## src/rtl/wisc_mem_pkg.sv

```systemverilog
// Shared types for the memory arbiter: FSM states, grant encoding and
// the default WAIT timeout.
package wisc_mem_pkg;

  typedef enum logic [1:0] {
    IDLE  = 2'd0,
    ISSUE = 2'd1,
    WAIT  = 2'd2
  } state_t;

  typedef enum logic {
    GNT_I = 1'b0,
    GNT_D = 1'b1
  } grant_t;

  localparam int DEF_TIMEOUT = 64;

endpackage

```

## src/rtl/rr_arb2.sv

```systemverilog
// Two-way round-robin chooser: on a conflict it grants the port that was
// not granted last; otherwise it grants whichever port is requesting.
module rr_arb2
  import wisc_mem_pkg::*;
(
  input  logic [1:0] req,   // bit 0 = instruction port, bit 1 = data port
  input  grant_t     last,
  output grant_t     gnt
);

  always_comb begin
    gnt = GNT_I;
    if (req == 2'b11) begin
      gnt = (last == GNT_I) ? GNT_D : GNT_I;
    end else if (req[1]) begin
      gnt = GNT_D;
    end
  end

endmodule

```

## src/rtl/mem_arbiter.sv

```systemverilog
// Arbitrates an instruction-fetch port and a load/store port onto a single
// memory backend, one transaction at a time, with a WAIT timeout.
module mem_arbiter
  import wisc_mem_pkg::*;
#(
  parameter int DATA_W  = 16,
  parameter int ADDR_W  = 16,
  parameter int TIMEOUT = DEF_TIMEOUT
) (
  input  logic              clk,
  input  logic              rst,
  input  logic              i_req,
  input  logic [ADDR_W-1:0] i_addr,
  output logic              i_done,
  output logic [DATA_W-1:0] i_rdata,
  input  logic              d_req,
  input  logic              d_wr,
  input  logic [ADDR_W-1:0] d_addr,
  input  logic [DATA_W-1:0] d_wdata,
  output logic              d_done,
  output logic [DATA_W-1:0] d_rdata,
  output logic              mem_rd,
  output logic              mem_wr,
  output logic [ADDR_W-1:0] mem_addr,
  output logic [DATA_W-1:0] mem_wdata,
  input  logic              mem_stall,
  input  logic              mem_done,
  input  logic [DATA_W-1:0] mem_rdata,
  output logic              err,
  output state_t            dbg_state
);

  // Handshakes: a port holds req (and its address/data) until it sees its
  // one-cycle done; a backend command is accepted on a cycle with mem_rd or
  // mem_wr high and mem_stall low; mem_done is only honoured in WAIT.

  localparam int CNT_W = $clog2(TIMEOUT + 1);
  localparam logic [CNT_W-1:0] CNT_LAST = CNT_W'(TIMEOUT - 1);

  state_t            state, state_nx;
  grant_t            gnt_sel, cur_gnt, last_grant;
  logic              cur_wr;
  logic [ADDR_W-1:0] lat_addr;
  logic [DATA_W-1:0] lat_wdata;
  logic [CNT_W-1:0]  cnt;
  logic              take, complete, timeout;

  rr_arb2 u_rr (
    .req  ({d_req, i_req}),
    .last (last_grant),
    .gnt  (gnt_sel)
  );

  always_ff @(posedge clk or posedge rst) begin
    if (rst) state <= IDLE;
    else     state <= state_nx;
  end

  always_comb begin
    state_nx  = state;
    take      = 1'b0;
    complete  = 1'b0;
    timeout   = 1'b0;
    mem_rd    = 1'b0;
    mem_wr    = 1'b0;
    mem_addr  = '0;
    mem_wdata = '0;
    case (state)
      IDLE: begin
        if (i_req || d_req) begin
          take     = 1'b1;
          state_nx = ISSUE;
        end
      end
      ISSUE: begin
        mem_rd    = ~cur_wr;
        mem_wr    = cur_wr;
        mem_addr  = lat_addr;
        mem_wdata = cur_wr ? lat_wdata : '0;
        if (!mem_stall) state_nx = WAIT;
      end
      WAIT: begin
        // A response in the final allowed cycle still beats the timeout.
        if (mem_done) begin
          complete = 1'b1;
          state_nx = IDLE;
        end else if (cnt == CNT_LAST) begin
          timeout  = 1'b1;
          state_nx = IDLE;
        end
      end
      default: state_nx = IDLE;
    endcase
  end

  always_ff @(posedge clk or posedge rst) begin
    if (rst) begin
      cur_gnt    <= GNT_I;
      last_grant <= GNT_I;
      cur_wr     <= 1'b0;
      lat_addr   <= '0;
      lat_wdata  <= '0;
      cnt        <= '0;
      i_done     <= 1'b0;
      d_done     <= 1'b0;
      i_rdata    <= '0;
      d_rdata    <= '0;
      err        <= 1'b0;
    end else begin
      i_done  <= 1'b0;
      d_done  <= 1'b0;
      i_rdata <= '0;
      d_rdata <= '0;
      err     <= 1'b0;

      if (take) begin
        cur_gnt   <= gnt_sel;
        cur_wr    <= (gnt_sel == GNT_D) && d_wr;
        lat_addr  <= (gnt_sel == GNT_D) ? d_addr : i_addr;
        lat_wdata <= (gnt_sel == GNT_D) ? d_wdata : '0;
      end

      if (state == ISSUE && !mem_stall) cnt <= '0;
      else if (state == WAIT)           cnt <= cnt + CNT_W'(1);

      if (complete || timeout) begin
        last_grant <= cur_gnt;
        err        <= timeout;
        if (cur_gnt == GNT_I) begin
          i_done  <= 1'b1;
          i_rdata <= complete ? mem_rdata : '0;
        end else begin
          d_done  <= 1'b1;
          d_rdata <= (complete && !cur_wr) ? mem_rdata : '0;
        end
      end
    end
  end

  assign dbg_state = state;

endmodule

```

## config.mk

```make
export PLATFORM = sky130hd
export DESIGN_NAME = mem_arbiter
export DESIGN_NICKNAME = d
export VERILOG_FILES = /design/src/rtl/wisc_mem_pkg.sv /design/src/rtl/rr_arb2.sv /design/src/rtl/mem_arbiter.sv
export SDC_FILE = /design/constraint.sdc
export NUM_CORES = 1
export LEC_CHECK = 0
export CORE_MARGIN = 1
export CORE_UTILIZATION = 43
export CTS_BUF_LIST = sky130_fd_sc_hd__clkbuf_16
export CTS_CLUSTER_DIAMETER = 120
export DETAILED_ROUTE_END_ITERATION = 8
export GPL_TIMING_DRIVEN = 1
export PLACE_DENSITY = 0.91
export SYNTH_ARGS = -nofsm -noshare
export SYNTH_HDL_FRONTEND = slang
export SYNTH_SLANG_ARGS = --single-unit
```

## constraint.sdc

```tcl
create_clock -name clk -period 3.1 [get_ports clk]
set_input_delay 0.775 -clock clk [delete_from_list [all_inputs] [get_ports clk]]
set_output_delay 0.775 -clock clk [all_outputs]
set_load 0.05 [all_outputs]
```

### Yosys cells after proc, flatten, opt, wreduce, memory -nomap -nowiden

Cells that the tools add are included.

| storage, ports and cells | value |
|---|---|
| word-level logic and storage cells | 66 |
| memories kept | 0 |
| flip-flop bits (word level) | 79 |
| bits in writable memories | 0 |
| bits in latches | 0 |
| bits in read-only memories | 0 |

| operators by class | value |
|---|---|
| shift-type cells | 0 |
| reductions and logical operators | 10 |
| multiply operators | 0 |
| div/mod/pow operators | 0 |
| bitwise logic cells | 1 |
| order comparisons | 0 |
| equality and inequality tests | 7 |
| $add $sub $neg | 1 |
| mux-type cells | 35 |

Operators with widths:

| kind | count |
|---|---|
| $mux 16 | 11 |
| $mux 1 | 17 |
| $mux 7 | 2 |
| $mux 2 | 4 |
| $add 7x1->7 const B | 1 |
| $eq 7x6->1 const B | 1 |
| $pmux 2 s3 | 1 |
| $eq 2x2->1 const B | 2 |
| $ne 2x2->1 const B | 2 |
| $logic_and 1x1->1 | 3 |
| $ne 3x3->1 const B | 1 |
| $reduce_and 3->1 | 1 |
| $eq 2x1->1 const B | 1 |
| $logic_not 1->1 | 2 |
| $logic_not 2->1 | 1 |
| $logic_or 1x1->1 | 2 |
| $reduce_bool 2->1 | 1 |
| $not 1->1 | 1 |

### Depth between registers and ports, before layout

| logic depth | value |
|---|---|
| depth in word-level cells | 6 |
| mapped depth | 5 |
| depth with buffers taken out | 4 |

### Modules after synthesis

Synthesis repeated with hierarchy kept, for this count alone.

| second synthesis, totals | value |
|---|---|
| cells, all modules | 289 |
| area, all modules | 3469.6 µm² |

Modules (own cells, without submodules):

| module | times used | cells each | area an instance (µm²) |
|---|---|---|---|
| mem_arbiter | 1 | 288 | 3458.3 |
| rr_arb2 | 1 | 1 | 11.3 |

### Worst setup path after synthesis

OpenSTA, ideal clock, no wires.

| timing path | value |
|---|---|
| path type | flip-flop to output port |
| from | reg state[1], in the netlist dbg_state[1] |
| to | out mem_rd |
| cell stages (with the launch flop) | 5 |
| required time | 2.325 ns |
| slack | 0.313 ns |
| arrival | 2.012 ns |
| path through | dfrtp_1 buf_4 nor2b_2 clkbuf_1 nor2b_1 |

| between the ends | value |
|---|---|
| word-level cells in the longest chain between the ends | 2 |

Ends and longest elaborated chain:

| item | RTL line | source |
|---|---|---|
| from (decl) | mem_arbiter.sv:40 | `state_t state, state_nx;` |
| from (signal assigned) | mem_arbiter.sv:56 | `else state <= state_nx;` |
| $eq 2x1->1 | mem_arbiter.sv:68 | `case (state)` |
| $mux 1 | mem_arbiter.sv:68 |  |
| to (decl) | mem_arbiter.sv:22 | `output logic mem_rd,` |

No other way between the ends.

### Final worst setup path

| timing path | value |
|---|---|
| from | reg state[1], in the netlist dbg_state[1] |
| to | out dbg_state[1] |

RTL lines:

| item | RTL line | source |
|---|---|---|
| to (decl) | mem_arbiter.sv:30 | `output state_t dbg_state` |

No word-level cell between the ends.

==> reports/metrics.yaml <==
outcome: "finished, final reports clean"
path_class: "register to output port"
avgRoutedWirePerCell_um: 16.75
finalSetupViolCount: 0
path_clk_slew_ns: 0.06
slew-limit-headroom_pct: 50.89
ys_types: 42
synth_edf_count: 0
synthArstFlopShare_pct: 100.0
ys.warnings.count: 0
die_w_um: 91.00
grt_max_degree: 41
layout.nets: 479
critPathSlowestCell: "clkdlybuf4s50_1"
cts_tree: "yes"
wirelength_um: 8608
critPathTopFamily: "buffers and inverters"
track_usage_pct: 22.04
fin_tns_setup_ns: 0
drc: 0
arrival_ns: 1.88
die_h_um: 91.00
numPortBuffers: 141
max_cap_violations: 0
synthTopCellsByArea: "dfrtp_1 58%, and2_1 9.4%, mux2_2 7.3%, mux2_4 4.4%, a22o_1 4.4%"
grt_overflow: 0
fp-row-count: 32
synth-seq-cells: 79
min_period_ns: 2.653
worst_pin_slew_ns: 0.7358
critical_path.cell_chain: "clkdlybuf4s50_1"
multi_input_area_um2: 1350
diodes: 0
syn-num-nets: 333
fmax_ghz: 0.3770
ant_nets: 0
io_pins: 142
final_core_util_pct: 73.05
antenna_found_initial: 0
area_growth_pct: 64.88
cts.sinks: 79
skew_ns: 0.01130
critPathBufInv: 1
finalMaxSlewViolations: 0
h-tree-depth: 3
start_util_pct: 44.30
fillers: 527
layout_commonest_cell: "clkdlybuf4s50_1"
setup_ws_ns: 0.4474
final-hold-violation-count: 0
yosysSeqAreaShare_pct: 58.05
rsz0062_at_grt: "false"
place_ws_ns: 0.5298
dieArea_um2: 8280
drt-initial-drc-count: 101
power_density_nw_per_um2: 873.7
synth_largest_area_cell: "dfrtp_1"
drive_gt1_share_pct: 24.27
startpoint_type: "register"
ir_drop_mv: 0.6596
hold_class: "register to register"
first_global_vias: 2797
crit_path_end_kind: "output port"
cp_data_required_time_ns: 2.32
root_buffer: "clkbuf_16"
cts_setup_buffers: 0
min_period_over_period_pct: 85.57
ctsHoldBuffers: 0
post_cts_resized: 0
vias_per_cell: 5.068
ys.flop_type: "dfrtp_1"
reg2reg_slack_ns: 1.35
gp_congestion: 0.8409
grt_pass1_wl_um: 14000
avgSynthCellArea_um2: 13.05
clock_latency_ns: 0.33
num_vias: 2605
path_max_fanout: 14
clockBufferDepth: 2
cp_slowest_stage_delay_ns: 0.90
synthCells: 261
dr.pass1.iters: 4
p_leak_nw: 2.566
syn_area_um2: 3406
place_hpwl_um: 6345
cts_made_buffers: 9
final-seq-area_um2: 1977
core_area_um2: 7687
layout_common_cells: "107 x clkdlybuf4s50_1, 79 x dfrtp_1, 51 x and2_1"
synth_top_cell_area_share_pct: 58.05
-- synth_stat cells, types with 2 or more instances --
cell      instances
dfrtp_1          79
nor2_1            7
mux2_2           22
clkbuf_2          2
nand3_1           2
a22o_1           17
a311oi_1          2
nand2_1           6
buf_6             2
nor2b_1           3
and2_1           51
buf_4             3
and3_1           18
mux2_4           10
clkbuf_1          6
mux2i_1           3
a21oi_1           3
-- per-stage QoR --
step	total power, mW	std cells	hold slack [ns]	cell area [µm²]
final	4.906	514	0.4959	5615
after global routing	5.120	514	0.5115	5615
after CTS	4.949	514	0.4997	5615
after detailed placement	3.770	498	0.4848	5284
after global placement	3.689	498	0.4795	5284
after floorplan	2.790	261	0.4644	3406
-- sequential cells by signal, summed over array words and instances, names as in the netlist --
signal      count
d_rdata        16
i_rdata        16
lat_addr       16
lat_wdata      16
cnt             7
dbg_state       2
cur_gnt         1
cur_wr          1
d_done          1
err             1
i_done          1
last_grant      1
-- power breakdown --
group / switching [mW] / total, mW / internal (mW) / leakage, nW
Sequential: 0.195 / 1.49 / 1.29 / 1.04
Combinational: 1.18 / 2.25 / 1.07 / 1.36
Clock: 0.448 / 1.17 / 0.723 / 0.163
Total: 1.82 / 4.91 / 3.08 / 2.57
-- worst reg2reg max path, delay by kind of cell, from the launching register on --
family | cells | cell delay (ns)
flip-flops | 1 | 0.56
AND/OR/NAND/NOR | 1 | 0.31
buffers and inverters | 1 | 0.28
AO/OA/AOI/OAI | 2 | 0.49
-- final cells by class --
cell class / instances / area share, %
inverter: 1 / 0.08913
timing repair buffer: 149 / 32.49
multi-input combinational: 167 / 24.04
tap: 102 / 2.273
sequential: 79 / 35.21
clock buffer: 9 / 4.011
clock inverter: 7 / 1.894
-- final timing paths --
kind | start | end | cells past startpoint
max | dbg_state[1] | dbg_state[1] | 1
min | lat_wdata[6] | lat_wdata[6] | 1
max reg2reg | dbg_state[1] | lat_wdata[4] | 4
min reg2reg | lat_wdata[6] | lat_wdata[6] | 1
max in group asynchronous | rst | lat_wdata[3] | 3
min in group asynchronous | rst | d_rdata[6] | 2
-- cell families (layout without fill, tap and decap cells) --
family          after synthesis  count (layout)  synth area share [%]
fa+ha+maj                     1               1                0.3673
mux                          36              36                 12.89
compound gates               28              28                 7.201
xor+xnor                      1               1                0.2572
flops                        79              79                 58.05
simple gates                101             101                 18.70
buf+inv                      15             166                 2.535
-- layer usage --
metal	global-route usage, %	routed length [µm]	vias up
li1	-	-	1194
met1	23.89	3147	1291
met2	40.59	4728	102
met3	5.946	548	18
met4	8.730	184	0
met5	0	0	-
Power figures use the tool's default switching activity.
